===== src/rtl/mesi_isc_mbus_arbiter.sv =====
// rtl/mesi_isc_mbus_arbiter.sv - round-robin main-bus arbiter and snoop broadcast sequencer
//
// Ports:
//   clk, rst          clock; asynchronous active-low reset
//   mbus_cmd_i        four 3-bit CPU requests, CPU n at [3n+2:3n]
//   mbus_addr_i       four request addresses, CPU n at slice n
//   cbus_ack_i        per-CPU coherence acknowledge (level)
//   cbus_addr_o       latched address of the granted request
//   cbus_cmd_o        four 3-bit coherence commands, CPU n at [3n+2:3n]
//   mbus_ack_o        one-cycle completion pulse to the initiator
//   grant_id_o        granted CPU, valid while busy_o
//   busy_o            arbiter not in IDLE
//   error_o           sticky ack-collection timeout flag
module mesi_isc_mbus_arbiter #(
    parameter int ADDR_WIDTH = 32,
    parameter int TIMEOUT    = 255
) (
    input  logic                    clk,
    input  logic                    rst,
    input  logic [11:0]             mbus_cmd_i,
    input  logic [4*ADDR_WIDTH-1:0] mbus_addr_i,
    input  logic [3:0]              cbus_ack_i,
    output logic [ADDR_WIDTH-1:0]   cbus_addr_o,
    output logic [11:0]             cbus_cmd_o,
    output logic [3:0]              mbus_ack_o,
    output logic [1:0]              grant_id_o,
    output logic                    busy_o,
    output logic                    error_o
);
    localparam logic [2:0] MB_WR       = 3'd1;
    localparam logic [2:0] MB_RD       = 3'd2;
    localparam logic [2:0] MB_WR_BROAD = 3'd3;
    localparam logic [2:0] MB_RD_BROAD = 3'd4;

    localparam logic [2:0] CB_WR_SNOOP = 3'd1;
    localparam logic [2:0] CB_RD_SNOOP = 3'd2;
    localparam logic [2:0] CB_EN_WR    = 3'd3;
    localparam logic [2:0] CB_EN_RD    = 3'd4;

    typedef enum logic [1:0] {ST_IDLE, ST_SNOOP, ST_ENABLE, ST_ACK} state_t;

    state_t                  state_q, state_d;
    logic [1:0]              rr_ptr_q, rr_ptr_d;
    logic [1:0]              init_q, init_d;
    logic [2:0]              cmd_q, cmd_d;
    logic [ADDR_WIDTH-1:0]   addr_q, addr_d;
    logic [3:0]              mask_q, mask_d;
    logic [7:0]              cnt_q, cnt_d;
    logic                    just_acked_q, just_acked_d;
    logic [11:0]             cbus_cmd_q, cbus_cmd_d;
    logic [3:0]              mbus_ack_q, mbus_ack_d;
    logic                    busy_q, busy_d;
    logic                    error_q, error_d;

    // Arbitration scratch
    logic                    found;
    logic [1:0]              win_id;
    logic [2:0]              win_cmd;
    logic [1:0]              idx;
    logic [2:0]              req_cmd;
    logic [3:0]              init_oh;
    logic [7:0]              cnt_inc;
    logic [2:0]              snoop_val;

    always_comb begin
        state_d      = state_q;
        rr_ptr_d     = rr_ptr_q;
        init_d       = init_q;
        cmd_d        = cmd_q;
        addr_d       = addr_q;
        mask_d       = mask_q;
        cnt_d        = cnt_q;
        just_acked_d = 1'b0;
        cbus_cmd_d   = '0;
        mbus_ack_d   = '0;
        error_d      = error_q;
        found        = 1'b0;
        win_id       = rr_ptr_q;
        win_cmd      = 3'd0;
        idx          = '0;
        req_cmd      = '0;
        init_oh      = 4'b0001 << init_q;
        cnt_inc      = cnt_q + 8'd1;
        snoop_val    = (cmd_q == MB_WR_BROAD) ? CB_WR_SNOOP : CB_RD_SNOOP;

        // Search from rr_ptr; the CPU acked last cycle is skipped so it can drop its command.
        for (int i = 0; i < 4; i++) begin
            idx     = rr_ptr_q + 2'(i);
            req_cmd = mbus_cmd_i[3*idx +: 3];
            if (!found && (req_cmd inside {[MB_WR:MB_RD_BROAD]})
                && !(just_acked_q && idx == init_q)) begin
                found   = 1'b1;
                win_id  = idx;
                win_cmd = req_cmd;
            end
        end

        case (state_q)
            ST_IDLE: begin
                if (found) begin
                    init_d = win_id;
                    cmd_d  = win_cmd;
                    addr_d = mbus_addr_i[win_id*ADDR_WIDTH +: ADDR_WIDTH];
                    if (win_cmd == MB_WR || win_cmd == MB_RD) begin
                        state_d            = ST_ACK;
                        mbus_ack_d[win_id] = 1'b1;
                    end else begin
                        state_d = ST_SNOOP;
                        mask_d  = '0;
                        cnt_d   = '0;
                        for (int n = 0; n < 4; n++) begin
                            if (2'(n) != win_id)
                                cbus_cmd_d[3*n +: 3] = (win_cmd == MB_WR_BROAD) ? CB_WR_SNOOP
                                                                                 : CB_RD_SNOOP;
                        end
                    end
                end
            end
            ST_SNOOP: begin
                cnt_d  = cnt_inc;
                // Only slots still being snooped can contribute an ack.
                mask_d = mask_q | (cbus_ack_i & ~init_oh);
                if (&(mask_d | init_oh)) begin
                    state_d = ST_ENABLE;
                    cbus_cmd_d[3*init_q +: 3] = (cmd_q == MB_WR_BROAD) ? CB_EN_WR : CB_EN_RD;
                end else if (cnt_inc == 8'(TIMEOUT)) begin
                    state_d  = ST_IDLE;
                    error_d  = 1'b1;
                    rr_ptr_d = init_q + 2'd1;
                end else begin
                    for (int n = 0; n < 4; n++) begin
                        if (2'(n) != init_q && !mask_d[n])
                            cbus_cmd_d[3*n +: 3] = snoop_val;
                    end
                end
            end
            ST_ENABLE: begin
                cnt_d = cnt_inc;
                if (cbus_ack_i[init_q]) begin
                    state_d            = ST_ACK;
                    mbus_ack_d[init_q] = 1'b1;
                end else if (cnt_inc == 8'(TIMEOUT)) begin
                    state_d  = ST_IDLE;
                    error_d  = 1'b1;
                    rr_ptr_d = init_q + 2'd1;
                end else begin
                    cbus_cmd_d[3*init_q +: 3] = (cmd_q == MB_WR_BROAD) ? CB_EN_WR : CB_EN_RD;
                end
            end
            ST_ACK: begin
                state_d      = ST_IDLE;
                rr_ptr_d     = init_q + 2'd1;
                just_acked_d = 1'b1;
            end
            default: state_d = ST_IDLE;
        endcase

        busy_d = (state_d != ST_IDLE);
    end

    always_ff @(posedge clk or negedge rst) begin
        if (!rst) begin
            state_q      <= ST_IDLE;
            rr_ptr_q     <= '0;
            init_q       <= '0;
            cmd_q        <= '0;
            addr_q       <= '0;
            mask_q       <= '0;
            cnt_q        <= '0;
            just_acked_q <= 1'b0;
            cbus_cmd_q   <= '0;
            mbus_ack_q   <= '0;
            busy_q       <= 1'b0;
            error_q      <= 1'b0;
        end else begin
            state_q      <= state_d;
            rr_ptr_q     <= rr_ptr_d;
            init_q       <= init_d;
            cmd_q        <= cmd_d;
            addr_q       <= addr_d;
            mask_q       <= mask_d;
            cnt_q        <= cnt_d;
            just_acked_q <= just_acked_d;
            cbus_cmd_q   <= cbus_cmd_d;
            mbus_ack_q   <= mbus_ack_d;
            busy_q       <= busy_d;
            error_q      <= error_d;
        end
    end

    assign cbus_addr_o = addr_q;
    assign cbus_cmd_o  = cbus_cmd_q;
    assign mbus_ack_o  = mbus_ack_q;
    assign grant_id_o  = init_q;
    assign busy_o      = busy_q;
    assign error_o     = error_q;
endmodule

===== config.mk =====
export PLATFORM = sky130hd
export DESIGN_NAME = mesi_isc_mbus_arbiter
export DESIGN_NICKNAME = d
export VERILOG_FILES = /design/src/rtl/mesi_isc_mbus_arbiter.sv
export SDC_FILE = /design/constraint.sdc
export NUM_CORES = 1
export LEC_CHECK = 0
export BUFFER_PORTS_ARGS = -buffer_cell sky130_fd_sc_hd__buf_2
export CAP_MARGIN = 10
export CORE_MARGIN = 5
export CORE_UTILIZATION = 45
export DETAILED_ROUTE_END_ITERATION = 10
export PLACE_DENSITY_LB_ADDON = 0.3
export SETUP_SLACK_MARGIN = 0.05
export SLEW_MARGIN = 20
export SYNTH_ARGS = -nofsm -noshare
export SYNTH_HDL_FRONTEND = slang
export SYNTH_SLANG_ARGS = --single-unit

===== constraint.sdc =====
create_clock -name clk -period 2.84 [get_ports clk]
set_input_delay 0.426 -clock clk [delete_from_list [all_inputs] [get_ports clk]]
set_output_delay 0.426 -clock clk [all_outputs]
set_load 0.05 [all_outputs]

* Yosys cells after proc, flatten, opt, wreduce, memory -nomap -nowiden
Index checks and enable logic that the tools add are counted. Widths: inputs -> output; s select.
Operators by class: $add $sub $neg 6, equal/unequal tests 22, $mul 5, reductions and logical operators 48, multiplexer cells 60, order comparisons 12, bitwise operators 5, shifts and indexed selects 8
Operator list (count):
- $shiftx 128x8->32 | 1
- $shiftx 12x5->3 | 4
- $mux 2 | 21
- $mux 12 | 3
- $pmux 12 s3 | 1
- $neg 4->34 | 1
- $shift 3x34->12 const A | 1
- $shiftx 3x34->12 | 1
- $mux 11 | 3
- $logic_and 1x1->1 | 21
- $mul 2x2->4 const A | 5
- $mux 4 | 5
- $mux 8 | 2
- $pmux 4 s2 | 2
- $pmux 8 s2 | 1
- $mux 3 | 5
- $and 12x12->12 | 1
- $ge 3x1->1 const B | 4
- $le 3x3->1 const B | 4
- $reduce_and 3->1 | 4
- $reduce_bool 2->1 | 6
- $logic_not 1->1 | 11
- $mux 1 | 11
- $eq 3x2->1 const B | 3
- other kinds (28) | 45
Word-level totals: output and inout port bits 52, bits of input ports 146, register bits 72, logic and storage cells 178

* Logic depth before layout (Yosys ltp)
Gate-level depths: netlist of the first run.
depth after elaboration 25, gate-level depth with buffers 12, gate-level depth less buffers 10

* Least setup slack after synthesis of the first run
No wires, ideal clock.
path kind reg2reg, from register init_q[0] (netlist: grant_id_o[0]), to register busy_q (netlist: busy_o), clock period less this slack 3.040 ns, cell stages (with the launch flop) 11, path slack -0.200 ns, library setup time 0.127 ns, arrival 2.913 ns, cell sequence dfrtp_1 > clkbuf_1 > inv_1 > ha_1 > or3_1 > and4_1 > a21oi_1 > o21ai_0 > nor2_1 > a41oi_1 > or2_2
Between the ends: longest elaborated chain between the ends 23
RTL lines:
- from (decl) | line 44 | logic [1:0] init_q, init_d;
- from (signal assigned) | line 178 | init_q <= init_d;
- $eq 2x2->1 | line 91 | && !(just_acked_q && idx == init_q)) begin
- $logic_and 1x1->1 | line 91
- $logic_not 1->1 | line 91
- $logic_and 1x1->1 | line 91
- $mux 1 | line 90 | if (!found && (req_cmd inside {[MB_WR:MB_RD_BROAD]})
- $logic_not 1->1 | line 90
- $logic_and 1x1->1 | line 90
- $logic_and 1x1->1 | line 91
- [... 9 more ...]
- $eq 3x1->1 or $eq 3x2->1 (tied branches) | line 104 | if (win_cmd == MB_WR || win_cmd == MB_RD) begin
- $logic_or 1x1->1 | line 104
- $mux 2 | line 104
- $mux 2 | line 100 | if (found) begin
- $pmux 2 s4 * | line 98 | case (state_q)
- via state_d[1] | line 42 | state_t state_q, state_d;
- $reduce_bool 2->1 * | line 158 | busy_d = (state_d != ST_IDLE);
- via busy_d | line 52 | logic busy_q, busy_d;
- to (signal assigned) | line 186 | busy_q <= busy_d;
- to (decl) | line 52
The timed path passes the listed nets; every way through them passes the cells marked *. The select of a mux whose other input is x is not followed. A chain may end at the register's enable or synchronous reset.

* Worst setup path after layout of the first run
from register rr_ptr_q[1], to register addr_q[14] (netlist: cbus_addr_o[14])
Between the ends: longest elaborated chain between the ends 19
RTL lines:
- from (decl) | line 43 | logic [1:0] rr_ptr_q, rr_ptr_d;
- from (signal assigned) | line 177 | rr_ptr_q <= rr_ptr_d;
- branches (longest 19 deep; another with $mul 2x2->4)
- to (signal assigned) | line 180 | addr_q <= addr_d;
- to (decl) | line 46 | logic [ADDR_WIDTH-1:0] addr_q, addr_d;
Parallel ways; which one is timed is not known.

==> summary.md, run 1 <==
| Metric | Value |
|---|---|
| Starting density of the core | 46.1% |
| Post-synthesis sequential area ratio | 34.1% |
| Hold_ws | 0.197 ns |
| R2R Path Start | rr_ptr_q[1]$_DFFE_PN0P_ |
| # DRC | 0 |
| First-pass GRT wire length | 29,200 um |
| Die Ht | 118 um |
| Worst slew pin tran | 0.911 ns |
| Post-route setup slack | -0.302 ns |
| Critical Path AT | 3.39 ns |
| CP max-delay cell | mux4_2 |
| Max stage delay on crit path | 0.57 ns |
| Crit end category | flip-flop |
| Top cells by area, synth | dfrtp_1 (34%), and3_1 (8.2%), a211oi_1 (6.2%) |
| Mapped Cells | 556 |
| Non-Filler Instances | 974 |
| RSZ-0062 raised after global routing | yes |
| # diodes | 0 |
| DP Wirelength | 12,800 um |
| Synth top cells by count | dfrtp_1 (72), and3_1 (69), nand2_1 (53), a211oi_1 (44), o31ai_1 (27) |
| Initial DRC Count | 476 |
| DIE AREA | 0.0140 mm^2 |
| Via/cell ratio | 6.30 |
| CP Launch Type | flip-flop |
| Clock Sinks | 72 |
| Clock Skews | 0.0101 ns |
| TritonCTS Buffers | 9 |
| Instance count on the critical path | 12 |
| Net count, final | 986 |
| Syn Area/Cell | 9.51 um^2 |
| Synth warn | 0 |
| CTS H-tree depth | 3 |
| Post-Syn Nets | 716 |
| FILL cells | 731 |
| Pin count of the biggest net entering global routing | 73 |
| Final ANT Viol Nets | 0 |
| Buf/Inv on CP | 4 |
| Area growth syn-to-layout | 62.6% |
| Clk Tree Root Cell | clkbuf_16 |
| Routed via count | 6,133 |
| Vias in the first global route | 5,802 |
| DP Cell Count | 905 |
| Layout cells sized above 1 | 59.0% |
| Final Max Slew Viols | 0 |
| Worst setup path startpoint | rr_ptr_q[1]$_DFFE_PN0P_ |
| Fraction of registers with async set/reset | 100% |
| Netlist cell types | 69 |
| Fin crit share | 111% |
| Final hold vios | 0 |
| CTS tree | built |
| CTS clk-pin slew, worst paths | 0.07 ns |
| Period minus WS final | 3.14 ns |
| Max cap viols | 0 |
| Slew margin rel. | 39.3% |
| Wirelength per Cell | 22.9 um |
| End-of-flow core utilization | 74.9% |
| Crit-path most repeated cell | buf_4 |
| Placer Congestion | 0.921 |
| Critical path type | reg -> reg |
| Worst R2R End | cbus_addr_o[14]$_DFFE_PN0P_ |
| Input/output buffers | 197 |
| Achievable Freq | 318 MHz |
| Pre-Repair DR Iteration Count | 5 |
| Clk buf depth | 2 |
| Failing checks | negative setup slack |
| Post-synth EDFFs | 0 |
| Ys flop type | dfrtp_1 |
| Status | complete, but fails checks |
| Post-Syn Area | 0.00529 mm^2 |
| Grt total ovfl | 0 |
| Total wire length | 22,300 um |
| Reg-to-reg slack, setup | -0.30 ns |
| CP top delay family | compound AO/OA/AOI/OAI gates |
| # IOs | 198 |
| Post-DP Area | 0.00690 mm^2 |
| Post-route cell area | 0.00859 mm^2 |
| Share of the synthesized area in the top cell type | 34.1% |
| CP max FO | 16 |
| Final setup fails | 60 |
| Critical Path RT | 3.09 ns |
| Std-Cell Rows | 39 |
| Worst min-delay path category | in -> async |
| Initial antenna violation count | 0 |
| Die X | 118 um |
| Synth Register Bits | 72 |
| Most common cell in the netlist | dfrtp_1 |
| Synth area leader | dfrtp_1 |
| Clk_lat worst skew | 0.35 ns |
| Reg2Reg Depth | 12 |
| CP Capture Point | cbus_addr_o[14]$_DFFE_PN0P_ |
| Core area | 0.0115 mm^2 |
| Total track usage | 25.2% |
| CP Cell Sequence | mux4_2, o21a_1, nor4_4, buf_4, a21oi_4, buf_4, o21ai_4, buf_4, buf_6, and3_1, a211oi_2, o31ai_2 |
[how the worst min path moves through the flow]
stage	from	to	slack (ns)	cells after the start
after floorplan	rst	busy_o$_DFF_PN0_	0.13	0
after global placement	error_o$_DFFE_PN0P_	error_o$_DFFE_PN0P_	0.45	1
after detailed placement	cbus_addr_o[18]$_DFFE_PN0P_	cbus_addr_o[18]$_DFFE_PN0P_	0.47	2
after CTS	rst	cnt_q[3]$_DFFE_PN0P_	0.26	1
after global routing	rst	cnt_q[3]$_DFFE_PN0P_	0.30	1
final	rst	cnt_q[3]$_DFFE_PN0P_	0.20	1
[final cells by class]
class | instances | area [um^2] | area share, %
well taps | 143 | 179 | 2.08
repair buffers | 303 | 2330 | 27.2
multi-input cells | 420 | 3900 | 45.4
clock inverters | 3 | 40.0 | 0.466
clock buffers | 13 | 260 | 3.03
flip-flops and latches | 72 | 1810 | 21.0
inverters | 20 | 75.1 | 0.874
[what timing repair did]
item                                    4_1_cts  5_1_grt
setup buffers                                 9       18
pin swaps                                     7      115
endpoints found under the setup margin       63       62
resized for setup                            47       85
gates cloned                                  4       22
hold buffers                                  0        0
hold endpoints to repair                      0        0
[kinds of logic (layout without fill, tap and decap cells)]
kind of cell               Yosys count  in the layout  share of synthesized area, %
DFF                                 72             72                          34.1
buffers and inverters               66            339                          6.20
muxes                               17             17                          6.44
xor gates and xnor gates             7              7                          1.44
and+or+nand+nor                    206            208                          22.0
adders and majority gates           14             14                          3.31
AOI/OAI and AO/OA                  174            174                          26.6
[registers in the layout (all words and copies together), names as in the netlist, 3 cells and up]
signal and flops:
mask_q 4, cnt_q 8, cmd_q 3, mbus_ack_o 4, cbus_cmd_o 12, cbus_addr_o 32
[per-layer routing]
| layer | up-vias | part of all wire (%) | routed length, um | GRT usage [%] |
|---|---|---|---|---|
| met1 | 2957 | 37 | 8300 | 31.3 |
| li1 | 2689 | - | - | - |
| met5 | - | 0 | 0 | 0 |
| met3 | 100 | 9.0 | 2000 | 4.73 |
| met4 | 0 | 5.0 | 1110 | 10.2 |
| met2 | 387 | 49 | 10900 | 43.2 |
[cell usage in the layout (no fill, tap or decap), drive strengths merged, types with 5 or more instances in the layout]
| cell | netlist | layout |
|---|---|---|
| nor3 | 5 | 5 |
| a22oi | 7 | 7 |
| buf | 21 | 288 |
| nand2 | 53 | 54 |
| and3 | 71 | 71 |
| clkbuf | 25 | 27 |
| a211oi | 64 | 64 |
| o21ai | 19 | 19 |
| mux4 | 13 | 13 |
| ha | 14 | 14 |
| nand4b | 5 | 5 |
| inv | 20 | 20 |
| nor2 | 19 | 19 |
| o31ai | 32 | 32 |
| nand3 | 16 | 16 |
| o211ai | 9 | 9 |
| nand4 | 6 | 6 |
| o22ai | 14 | 14 |
| a21oi | 6 | 6 |
| dfrtp | 72 | 72 |
| or3 | 7 | 8 |
[metrics by stage]
step | TNS [ns] | setup slack [ns]
2_1_floorplan | -0.0504 | -0.0101
3_3_place_gp | -7.57 | -0.177
3_5_place_dp | -13.28 | -0.308
4_1_cts | -6.72 | -0.175
5_1_grt | -18.84 | -0.433
6_report | -12.32 | -0.302
Power of run 1 is left out: the tool's default activity adds up to more than one toggle a clock period on the data nets, which glitch-free logic cannot reach.
==> run 2, diff against run 1 <==
--- a/config.mk
+++ b/config.mk
@@ -5,12 +5,13 @@
 export SDC_FILE = /design/constraint.sdc
 export NUM_CORES = 1
 export LEC_CHECK = 0
+export ABC_AREA = 1
 export BUFFER_PORTS_ARGS = -buffer_cell sky130_fd_sc_hd__buf_2
 export CAP_MARGIN = 10
 export CORE_MARGIN = 5
 export CORE_UTILIZATION = 45
 export DETAILED_ROUTE_END_ITERATION = 10
-export PLACE_DENSITY_LB_ADDON = 0.3
+export PLACE_DENSITY = 0.81
 export SETUP_SLACK_MARGIN = 0.05
 export SLEW_MARGIN = 20
 export SYNTH_ARGS = -nofsm -noshare
==> run 2 against run 1 <==
Effect of this change: the run now ends clean; hold slack better by 0.013 ns; flip-flop and latch count stayed put; cell count is 32% higher; critical path type unchanged.
==> summary.md, run 2 <==
| Metric | Value |
|---|---|
| Status | completed |
| Total wire length | 17,800 um |
| Clk buf depth | 2 |
| Ys flop type | dfrtp_1 |
| Mapped Cells | 914 |
| Most common cell in the netlist | nand2_1 |
| Multi-input logic area | 0.00336 mm^2 |
| Achievable Freq | 390 MHz |
| Worst slew pin tran | 0.898 ns |
| First-pass GRT wire length | 27,900 um |
| Net count, final | 1,268 |
| Core area | 0.0121 mm^2 |
| CTS clk-pin slew, worst paths | 0.06 ns |
| Final hold vios | 0 |
| CP max-delay cell | dfrtp_2 |
| Period minus WS final | 2.56 ns |
| Synth Register Bits | 72 |
| # IOs | 198 |
| Grt total ovfl | 0 |
| Pin count of the biggest net entering global routing | 73 |
| Post-synthesis sequential area ratio | 32.1% |
| Initial DRC Count | 386 |
| CP Launch Type | flip-flop |
| Starting density of the core | 46.4% |
| Die Ht | 122 um |
| DP Wirelength | 13,700 um |
| Clk_lat worst skew | 0.34 ns |
| # DRC | 0 |
| RSZ-0062 raised after global routing | yes |
| Top cells by area, synth | nand2_1 (34%), dfrtp_1 (32%), nand3_1 (7.5%) |
| Netlist cell types | 38 |
| Worst min-delay path category | in -> async |
| Placer Congestion | 0.940 |
| Synth warn | 0 |
| Clock Sinks | 72 |
| Synth area leader | nand2_1 |
| Crit-path most repeated cell | nand2_1 |
| Hold_ws | 0.211 ns |
| Critical Path AT | 2.84 ns |
| Final Max Slew Viols | 0 |
| Register Area | 0.00180 mm^2 |
| Reg-to-reg slack, setup | 0.28 ns |
| TNS Setup | 0 ns |
| Fin crit share | 90.3% |
| Most frequent cells in the layout | nand2_1 (513), buf_2 (196), nand3_1 (84) |
| Max stage delay on crit path | 0.43 ns |
| Commonest non-fill, non-tap cell in the layout | nand2_1 |
| Post-synth EDFFs | 0 |
| Fraction of registers with async set/reset | 100% |
| Wirelength per Cell | 13.9 um |
| Max reg flops | 32 |
| Synth top cells by count | nand2_1 (514), nand3_1 (84), dfrtp_1 (72), inv_1 (52), nor2_1 (33) |
| Clock Skews | 0.00532 ns |
| CP Cell Sequence | buf_4, xnor2_2, nand3_1, nand3_2, nand2_2, a21oi_4, nand2_4, nand2_4, buf_4, nand3_1, nand2_1, nand2_1, nand2_1, nand2_1, nand2_1 |
| TritonCTS Buffers | 9 |
| Critical path type | reg -> reg |
| Post-Syn Nets | 1,074 |
| Input/output buffers | 197 |
| Via/cell ratio | 4.98 |
| CP max FO | 21 |
| Total track usage | 23.4% |
| Max cap viols | 0 |
| Worst setup path startpoint | rr_ptr_q[0]$_DFFE_PN0P_ |
| Routed via count | 6,383 |
| CTS Hold Bufs | 0 |
| Crit end category | flip-flop |
| Area growth syn-to-layout | 27.5% |
| FILL cells | 1,230 |
| Std-Cell Rows | 40 |
| Final ANT Viol Nets | 0 |
| Reg2Reg Depth | 15 |
| DIE AREA | 0.0148 mm^2 |
| Vias in the first global route | 5,856 |
| Critical Path RT | 3.12 ns |
| Initial antenna violation count | 0 |
| Slew margin rel. | 40.1% |
| Final setup fails | 0 |
| R2R Path Start | rr_ptr_q[0]$_DFFE_PN0P_ |
| Worst R2R End | cbus_addr_o[20]$_DFFE_PN0P_ |
| Pre-Repair DR Iteration Count | 5 |
| Syn Area/Cell | 6.14 um^2 |
| # diodes | 0 |
| Post-Syn Area | 0.00562 mm^2 |
| Die X | 122 um |
| CTS tree | built |
| CTS H-tree depth | 3 |
| Layout cells sized above 1 | 24.3% |
| Share of the synthesized area in the top cell type | 34.4% |
| Clk Tree Root Cell | clkbuf_16 |
## run 2: changes by cell type after synthesis, sizes merged, moves of 8 or more
cell and change:
nand2 +474, nand3 +72, and3 -67, a211oi -64, inv +38, o31ai -32
a21oi +21, nor2 +19, clkbuf -16, mux4 -13, o22ai -9, buf +8
o21ai -8
## run 2: cell type report
class | instances | area share, %
Clock buffer | 12 | 3.58
Timing Repair Buffer | 221 | 17.0
Multi-Input combinational cell | 746 | 47.0
Sequential cell | 72 | 25.2
Tap cell | 168 | 2.94
Clock inverter | 4 | 1.07
Inverter | 58 | 3.22
## run 2: repair_timing
item | 4_1_cts | 5_1_grt
resized for setup | 0 | 8
endpoints found under the setup margin | 0 | 51
buffers inserted | 0 | 1
## run 2: worst max path at each step
stage / endpoint / slack, ns / cells after the start
detailed placement: cbus_addr_o[26]$_DFFE_PN0P_ / 0.21 / 19
global route: cbus_addr_o[10]$_DFFE_PN0P_ / 0.05 / 17
global placement: cbus_addr_o[26]$_DFFE_PN0P_ / 0.26 / 19
floorplan: cbus_cmd_o[0]$_DFF_PN0_ / 0.24 / 11
CTS: cbus_addr_o[11]$_DFFE_PN0P_ / 0.20 / 20
finish: cbus_addr_o[20]$_DFFE_PN0P_ / 0.28 / 15
## run 2: kinds of logic (layout without fill, tap and decap cells)
family | after synthesis | count (layout) | share of synthesized area [%]
xor+xnor | 9 | 9 | 1.54
buf+inv | 96 | 295 | 8.18
simple gates | 675 | 675 | 50.0
flops | 72 | 72 | 32.1
compound gates | 48 | 48 | 5.10
fa+ha+maj | 14 | 14 | 3.12
## run 2: critical path: cells and delay by family, from the launching register on
kind            cells  cell delay, ns
simple gates       11            1.14
xor+xnor            1            0.29
buf+inv             2            0.47
compound gates      1            0.16
flops               1            0.43
## run 2: stage by stage
| step | instances | util (%) | cell area, um^2 | setup WS [ns] |
|---|---|---|---|---|
| floorplan | 914 | - | 5620 | 0.238 |
| global placement | 1263 | 55.8 | 6760 | 0.256 |
| detailed placement | 1263 | 55.8 | 6760 | 0.212 |
| CTS | 1279 | 58.5 | 7090 | 0.199 |
| global route | 1281 | 59.1 | 7160 | 0.0477 |
| finish | 1281 | 59.1 | 7160 | 0.277 |
## run 2: routing by layer
| metal | vias up | GRT usage [%] | wire length [um] |
|---|---|---|---|
| met5 | - | 0 | 0 |
| met4 | 0 | 8.61 | 473 |
| met3 | 40 | 4.50 | 1370 |
| met2 | 281 | 39.7 | 8660 |
| met1 | 2835 | 29.5 | 7340 |
| li1 | 3227 | - | - |
Power of run 2 is left out for the same reason.
